===== config.mk =====
export PLATFORM = sky130hd
export DESIGN_NAME = lfsr_check
export DESIGN_NICKNAME = d
export VERILOG_FILES = /design/src/rtl/lfsr_check.sv
export SDC_FILE = /design/constraint.sdc
export NUM_CORES = 1
export LEC_CHECK = 0
export CAP_MARGIN = 20
export CELL_PAD_IN_SITES_DETAIL_PLACEMENT = 0
export CELL_PAD_IN_SITES_GLOBAL_PLACEMENT = 1
export CORE_MARGIN = 2
export CORE_UTILIZATION = 41
export CTS_CLUSTER_DIAMETER = 80
export CTS_CLUSTER_SIZE = 20
export DETAILED_ROUTE_END_ITERATION = 8
export GPL_TIMING_DRIVEN = 0
export HOLD_SLACK_MARGIN = 0.06
export MAX_ROUTING_LAYER = met4
export PLACE_DENSITY_LB_ADDON = 0.08
export SLEW_MARGIN = 20
export SYNTH_ARGS = -nofsm -noshare
export SYNTH_HDL_FRONTEND = slang
export SYNTH_SLANG_ARGS = --single-unit

===== constraint.sdc =====
create_clock -name clk -period 2.9 [get_ports clk]
set_clock_uncertainty 0.2 [all_clocks]
set_input_delay 0.435 -clock clk [delete_from_list [all_inputs] [get_ports clk]]
set_output_delay 0.435 -clock clk [all_outputs]
set_load 0.01 [all_outputs]

===== src/rtl/lfsr_check.sv =====
// Self-synchronising checker for the cache random-replacement LFSR: locks onto the
// observed state sequence, flags mispredictions, counts errors and detects all-zero lockup.
module lfsr_check #(
    parameter int unsigned WIDTH    = 4,
    parameter int unsigned LOCK_N   = 4,
    parameter int unsigned UNLOCK_N = 3,
    parameter int unsigned CNTW     = 8
) (
    input  logic             clk,
    input  logic             reset,
    input  logic             FlushStage,
    input  logic             Advance,
    input  logic [WIDTH-1:0] Din,
    input  logic             Clear,
    output logic             Locked,
    output logic             Error,
    output logic [CNTW-1:0]  ErrCount,
    output logic             Stuck,
    output logic [WIDTH-1:0] Expected
);

    localparam int unsigned MatchW = (LOCK_N > 1) ? $clog2(LOCK_N) : 1;
    localparam int unsigned MissW  = (UNLOCK_N > 1) ? $clog2(UNLOCK_N) : 1;
    localparam logic [MatchW-1:0] MatchLast = MatchW'(LOCK_N - 1);
    localparam logic [MissW-1:0]  MissLast  = MissW'(UNLOCK_N - 1);

    if (WIDTH < 3 || WIDTH > 9) begin : g_bad_width
        $error("lfsr_check: WIDTH must be in 3..9");
    end
    if (LOCK_N < 1) begin : g_bad_lock
        $error("lfsr_check: LOCK_N must be at least 1");
    end
    if (UNLOCK_N < 1) begin : g_bad_unlock
        $error("lfsr_check: UNLOCK_N must be at least 1");
    end
    if (CNTW < 1) begin : g_bad_cntw
        $error("lfsr_check: CNTW must be at least 1");
    end

    typedef enum logic [1:0] {
        StUnlocked,
        StTrain,
        StLocked
    } state_e;

    // Taps are read from a zero-extended copy so every WIDTH shares one index range.
    function automatic logic [WIDTH-1:0] lfsr_next(input logic [WIDTH-1:0] x);
        logic [8:0] p;
        logic       fb;
        p = 9'(x);
        case (WIDTH)
            3:       fb = p[2] ^ p[0];
            4:       fb = p[3] ^ p[0];
            5:       fb = p[4] ^ p[3] ^ p[1] ^ p[0];
            6:       fb = p[5] ^ p[4] ^ p[2] ^ p[1];
            7:       fb = p[6] ^ p[5] ^ p[3] ^ p[0];
            8:       fb = p[7] ^ p[5] ^ p[2] ^ p[1];
            9:       fb = p[8] ^ p[6] ^ p[5] ^ p[4] ^ p[3] ^ p[2];
            default: fb = 1'b0;
        endcase
        return {fb, x[WIDTH-1:1]};
    endfunction

    state_e            state_q, state_d;
    logic [WIDTH-1:0]  expected_q, expected_d;
    logic [MatchW-1:0] match_q, match_d;
    logic [MissW-1:0]  miss_q, miss_d;
    logic [CNTW-1:0]   cnt_q, cnt_d;
    logic              err_q, err_d;
    logic              stuck_q, stuck_d;

    logic sample;
    logic hit;

    assign sample = Advance & ~FlushStage;
    assign hit    = (Din == expected_q);

    always_ff @(posedge clk or negedge reset) begin
        if (!reset) begin
            state_q <= StUnlocked;
        end else begin
            state_q <= state_d;
        end
    end

    always_comb begin
        state_d = state_q;
        if (Clear) begin
            state_d = StUnlocked;
        end else if (sample) begin
            unique case (state_q)
                StUnlocked: state_d = StTrain;
                StTrain: begin
                    if (hit && match_q == MatchLast) begin
                        state_d = StLocked;
                    end
                end
                StLocked: begin
                    if (!hit && miss_q == MissLast) begin
                        state_d = StUnlocked;
                    end
                end
                default: state_d = StUnlocked;
            endcase
        end
    end

    always_comb begin
        expected_d = expected_q;
        match_d    = match_q;
        miss_d     = miss_q;
        cnt_d      = cnt_q;
        err_d      = 1'b0;
        stuck_d    = stuck_q;
        if (Clear) begin
            // Clear discards any coincident sample, so Expected is left alone.
            cnt_d   = '0;
            stuck_d = 1'b0;
            match_d = '0;
            miss_d  = '0;
        end else if (sample) begin
            if (Din == '0) begin
                stuck_d = 1'b1;
            end
            unique case (state_q)
                StUnlocked: begin
                    expected_d = lfsr_next(Din);
                    match_d    = '0;
                end
                StTrain: begin
                    expected_d = lfsr_next(Din);
                    if (!hit) begin
                        match_d = '0;
                    end else if (match_q == MatchLast) begin
                        match_d = '0;
                        miss_d  = '0;
                    end else begin
                        match_d = match_q + 1'b1;
                    end
                end
                StLocked: begin
                    // Flywheel on our own prediction so a single bad sample cannot reseed.
                    expected_d = lfsr_next(expected_q);
                    if (hit) begin
                        miss_d = '0;
                    end else begin
                        err_d = 1'b1;
                        if (!(&cnt_q)) begin
                            cnt_d = cnt_q + 1'b1;
                        end
                        miss_d = (miss_q == MissLast) ? '0 : miss_q + 1'b1;
                    end
                end
                default: expected_d = expected_q;
            endcase
        end
    end

    always_ff @(posedge clk or negedge reset) begin
        if (!reset) begin
            expected_q <= '0;
            match_q    <= '0;
            miss_q     <= '0;
            cnt_q      <= '0;
            err_q      <= 1'b0;
            stuck_q    <= 1'b0;
        end else begin
            expected_q <= expected_d;
            match_q    <= match_d;
            miss_q     <= miss_d;
            cnt_q      <= cnt_d;
            err_q      <= err_d;
            stuck_q    <= stuck_d;
        end
    end

    always_comb begin
        Locked   = (state_q == StLocked);
        Error    = err_q;
        ErrCount = cnt_q;
        Stuck    = stuck_q;
        Expected = expected_q;
    end

endmodule


==> impl_metrics.toml, run 1 <==
[logic_synthesis]
ys_types = 41
synth_flop_cell = "dfrtp_1"
synth_edf_count = 0
yosysSeqAreaShare_pct = 43.3
syn_inst = 121
async_reset_ff_share_pct = 100
syn_area_um2 = 1160
avgSynthCellArea_um2 = 9.55
ys_ff_latch = 20
synthesis.nets = 132
yosys_warnings = 0

[global_routing]
grt_pass1_vias = 946
grt_pass1_wl_um = 4310
antenna_found_initial = 0
grt_max_degree = 21
overflow = 0
grt.total_usage_pct = 17.4

[clock_network]
ctsResizeCount = 0
clockBufferDepth = 2
cts_tree = "done"
cts_root_buffer = "clkbuf_4"
insertion_delay_ns = 0.30
ctsHoldBuffers = 0
cts_setup_buffers = 0
clock_sinks = 20
clk_pin_slew_worst_paths_ns = 0.12
htreeDepth = 1
cts_inserted_buffers = 3

[setup_path]
crit_type = "flop to output pin"
worstPathRequired_ns = 2.27
crit_path_end = "Locked"
crit_start = "state_q[0]$_DFFE_PN0P_"
cp.arrival_ns = 1.76
end_kind = "output pin"
crit_fanout = 10
worstRegToRegCells = 5
critPathLaunchType = "flop"
worstReg2RegStart = "ErrCount[0]$_DFFE_PN0P_"
r2r-end = "ErrCount[7]$_DFFE_PN0P_"
reg2reg_slack_ns = 0.81

[worst_hold_path]
worstHoldStart = "Stuck$_DFFE_PN0P_"
hp-class = "flop to flop"

[drt]
drt-vias-per-instance = 5.53
finalWirelength_um = 2570
drc = 0
vias = 985
drtPass1Iterations = 4
ant_nets = 0
routedWlPerCell_um = 14.4
drtIter0Drc = 16

[pwr]
pwr_density_cell_nw_per_um2 = 390
p_leak_nw = 0.576
ir_worst_vdd_v = 0.000284

[timing]
slew_headroom_pct = 37.9
rsz0062_at_grt = "no"
min_period_over_period_pct = 82.5
hold_viol_final = 0
min_period_ns = 2.39
fmax_mhz = 418
worst_pin_slew_ns = 0.928
slew_violations = 0
setup_viol = 0
setup-tns-final_ns = 0

[placed_design]
io_buffers = 22
dpl_cell_area_um2 = 1420
place_congestion = 0.774
dp_hpwl_um = 1840

[cells_and_area]
area_growth_pct = 25.5
antenna_cells = 0
utilization_pct = 53.6
fillCellCount = 267
finalInstanceArea_um2 = 1450
finalNetCount = 159
drive_gt1_share_pct = 8.84

[floorplan]
ioPinCount = 24
dieArea_um2 = 3260
start_util_pct = 42.7
die_h_um = 57.1
core_um2 = 2710
dieWidth_um = 57.1
row_count = 19

[outcome]
status = "complete, no violations"

[job]
cap_violations = 0
placed cells by master (no fill, tap or decap), drive strengths merged, types with 3 or more instances in the layout:
cell / instances
or4: 3
clkdlybuf4s50: 22
nand2b: 5
nor3: 3
xor2: 4
dfrtp: 20
nand4: 4
clkbuf: 7
nand2: 12
o31ai: 4
a21oi: 15
o21ai: 7
nor2: 9
nor4: 3
per-stage QoR:
stage / std cells / hold slack [ns] / power [mW] / worst slack [ns]
6_report: 178 / 0.314 / 0.567 / 0.509
3_5_place_dp: 174 / 0.294 / 0.406 / 0.308
2_1_floorplan: 121 / -0.0606 / 0.358 / 0.971
3_3_place_gp: 174 / 0.291 / 0.405 / 0.281
4_1_cts: 178 / 0.323 / 0.576 / 0.480
5_1_grt: 178 / 0.333 / 0.595 / 0.417
how the worst min path moves through the flow:
stage	to	slack (ns)	cells past startpoint
6_report	Stuck$_DFFE_PN0P_	0.31	2
5_1_grt	Stuck$_DFFE_PN0P_	0.33	2
4_1_cts	Stuck$_DFFE_PN0P_	0.32	2
3_5_place_dp	Stuck$_DFFE_PN0P_	0.29	2
3_3_place_gp	Stuck$_DFFE_PN0P_	0.29	2
2_1_floorplan	ErrCount[0]$_DFFE_PN0P_	-0.06	0
state kept, by name, indices dropped and copies added, names as in the netlist:
| name | cells |
|---|---|
| miss_q | 2 |
| Stuck | 1 |
| state_q | 2 |
| ErrCount | 8 |
| Expected | 4 |
| match_q | 2 |
| Error | 1 |
where the power goes:
group	switching, mW	internal (mW)	total (mW)
combinational	0.0518	0.0451	0.0968
clock	0.0907	0.0765	0.167
sequential	0.0135	0.289	0.303
total	0.156	0.411	0.567
cells in the mapped netlist, types with 2 or more instances:
master    count  share of area, %
nand2_1      12               3.9
nand2b_1      5               2.7
nand4_1       4               2.2
xor2_2        2               2.8
ha_1          2               2.2
nor3_1        2              0.87
inv_1         2              0.65
a21oi_1      15               6.5
o31ai_1       4               2.6
or4_1         3               1.9
nor4_1        2               1.1
nor2_1        9               2.9
nand3b_1      2               1.3
xor2_1        2               1.5
dfrtp_1      20                43
clkbuf_1      3              0.97
mux2i_1       2               1.7
or3_1         2               1.1
o21ai_0       6               2.6
critical path, cell delays in order, from the launching register on:
cell	delay [ns]
dfrtp_1	0.39
buf_6	0.13
nand2b_1	0.13
clkbuf_1	0.19
inv_1	0.08
clkdlybuf4s50_1	0.52
kinds of logic (layout without fill, tap and decap cells):
logic type	after synthesis	in the layout	synth area share, %
compound gates	36	36	20.2
mux	2	2	1.73
xor+xnor	5	5	5.09
fa+ha+maj	2	2	2.16
simple gates	49	49	24.2
flops	20	20	43.3
buf+inv	7	33	3.25
metal layers:
| layer | vias to the layer above | wire, µm | GRT usage, % |
|---|---|---|---|
| li1 | 501 | - | - |
| met5 | - | 0 | - |
| met4 | 0 | 18 | 7.64 |
| met1 | 467 | 1270 | 22.5 |
| met2 | 15 | 1210 | 27.1 |
| met3 | 2 | 71 | 2.72 |
cell type report:
type	count	area [µm²]	area share, %
multi-input combinational	94	618	42.6
sequential	20	500	34.5
timing repair buffer	22	220	15.2
tap	31	38.8	2.67
clock buffer	4	36.3	2.50
buffer	5	30.0	2.07
inverter	2	7.51	0.517
No activity file was read; power rests on OpenSTA's default activity.
==> run 2: changes to the inputs <==
--- a/config.mk
+++ b/config.mk
@@ -9,7 +9,7 @@
 export CELL_PAD_IN_SITES_DETAIL_PLACEMENT = 0
 export CELL_PAD_IN_SITES_GLOBAL_PLACEMENT = 1
 export CORE_MARGIN = 2
-export CORE_UTILIZATION = 41
+export CORE_UTILIZATION = 34
 export CTS_CLUSTER_DIAMETER = 80
 export CTS_CLUSTER_SIZE = 20
 export DETAILED_ROUTE_END_ITERATION = 8
==> constraint.sdc (replaced) <==
create_clock -name clk -period 2 [get_ports clk]
set_clock_uncertainty 0.2 [all_clocks]
set_input_delay 0.3 -clock clk [delete_from_list [all_inputs] [get_ports clk]]
set_output_delay 0.3 -clock clk [all_outputs]
set_load 0.01 [all_outputs]
==> impl_metrics.toml, run 2 (same netlist as run 1, synthesis figures left out) <==
[outcome]
status = "complete, no violations"

[cells_and_area]
layout_commonest_cell = "clkdlybuf4s50_1"
largest_reg_flops = 8
area_growth_pct = 46.5
seq_area_um2 = 505
layout_common_cells = "clkdlybuf4s50_1, dfrtp_1, nand2_1, a21oi_1, nor2_1"
fillCellCount = 325
multi_input_area_um2 = 783
finalNetCount = 166
drive_gt1_share_pct = 25.5
antenna_cells = 0

[clock_network]
cts_inserted_buffers = 3
htreeDepth = 1
clockBufferDepth = 2
insertion_delay_ns = 0.30
clock_sinks = 20
cts_tree = "done"
cts_root_buffer = "clkbuf_4"
clk_pin_slew_worst_paths_ns = 0.12

[floorplan]
dieArea_um2 = 3880
die_h_um = 62.3
ioPinCount = 24
row_count = 21
core_um2 = 3310
dieWidth_um = 62.3
start_util_pct = 34.9

[timing]
rsz0062_at_grt = "yes"
slew_violations = 0
min_period_ns = 1.98
hold_viol_final = 0
whs_ns = 0.235
slew_headroom_pct = 59.9
setup_viol = 0
worst_pin_slew_ns = 0.602
fmax_mhz = 506
setup-tns-final_ns = 0
min_period_over_period_pct = 98.8

[pwr]
p_clk_share_pct = 24.0
intPower_uw = 580
p_switching_uw = 251
power_frac_seq_pct = 53.9
swShare_pct = 30.2
ir_worst_vdd_v = 0.000205
combPwrFrac_pct = 22.1
total_power_uw = 831
pwr_density_cell_nw_per_um2 = 491
p_leak_nw = 0.654

[setup_path]
crit_path_end = "miss_q[1]$_DFFE_PN0P_"
end_kind = "flop"
worstPathRequired_ns = 2.01
reg2reg_slack_ns = 0.02
r2r-end = "miss_q[1]$_DFFE_PN0P_"
crit_start = "Expected[3]$_DFFE_PN0P_"
critPathLaunchType = "flop"
cp.arrival_ns = 1.98
worstRegToRegCells = 5
crit_fanout = 7
crit_type = "flop to flop"
worstReg2RegStart = "Expected[3]$_DFFE_PN0P_"

[global_routing]
grt_max_degree = 21
grt.total_usage_pct = 15.6
overflow = 0
grt_pass1_vias = 976
grt_pass1_wl_um = 4710
antenna_found_initial = 0

[job]
cap_violations = 0

[drt]
routedWlPerCell_um = 14.5
ant_nets = 0
vias = 1064
drt-vias-per-instance = 5.35
drtIter0Drc = 54
drc = 0
finalWirelength_um = 2890
drtPass1Iterations = 4

[placed_design]
dp_hpwl_um = 1930
io_buffers = 22
place_congestion = 0.790

[worst_hold_path]
hp-class = "input port to flop"
## run 2: changes by cell type in the layout (fill, tap and decap cells not counted), moves of 4 or more
cell,delta
dfrtp_2,+4
clkdlybuf4s50_1,-5
buf_4,+5
dfrtp_1,-4
## run 2: power groups by stage
stage / Sequential, mW / Combinational (mW) / Clock, mW
floorplan: 0.452 / 0.0669 / 0
global placement: 0.447 / 0.141 / 0
detailed placement: 0.448 / 0.142 / 0
CTS: 0.443 / 0.162 / 0.208
global route: 0.453 / 0.199 / 0.229
finish: 0.448 / 0.184 / 0.200
## run 2: metal layers
layer,part of all wire [%],global-route usage [%]
met1,47,21.5
met2,48,24.0
met3,3.6,2.17
met4,1.2,5.00
met5,0,-
## run 2: cell type report
| type | count | area share [%] |
|---|---|---|
| multi-input cells | 94 | 46.2 |
| flip-flops and latches | 20 | 29.8 |
| repair buffers | 30 | 17.0 |
| well taps | 46 | 3.40 |
| plain buffers | 4 | 1.77 |
| clock buffers | 3 | 1.33 |
| inverters | 2 | 0.443 |
## run 2: what timing repair did
item	4_1_cts	5_1_grt
setup endpoints to repair	12	9
cloned	0	1
gates resized for setup	11	27
hold endpoints to repair	0	20
pin swaps	1	15
hold buffers	0	1
setup buffers	0	6
## run 2: metrics by stage
step                      instance area [µm²]  setup WS (ns)  util [%]  std cells
after global routing                     1690        -0.0442      51.2        199
after detailed placement                 1430         -0.533      43.3        189
after CTS                                1510        -0.0169      45.6        191
after floorplan                          1160         0.0710         -        121
final                                    1690         0.0248      51.2        199
after global placement                   1430         -0.555      43.3        189
## run 2: how the worst min path moves through the flow
stage                                    endpoint  slack (ns)  depth (start not counted)         startpoint
after floorplan           ErrCount[0]$_DFFE_PN0P_       -0.20                          0              reset
after detailed placement        Stuck$_DFFE_PN0P_        0.29                          2  Stuck$_DFFE_PN0P_
after CTS                 ErrCount[0]$_DFFE_PN0P_        0.22                          2              Clear
after global routing      Expected[1]$_DFFE_PN0P_        0.29                          3             Din[2]
after global placement          Stuck$_DFFE_PN0P_        0.28                          2  Stuck$_DFFE_PN0P_
final                     ErrCount[0]$_DFFE_PN0P_        0.24                          2              Clear
## run 2: worst max-delay path, stage by stage, from the launching register on
cell and delay (ns):
dfrtp_2 0.47, xor2_4 0.17, o41ai_4 0.61, buf_6 0.20, nor4b_2 0.05, a21o_1 0.17
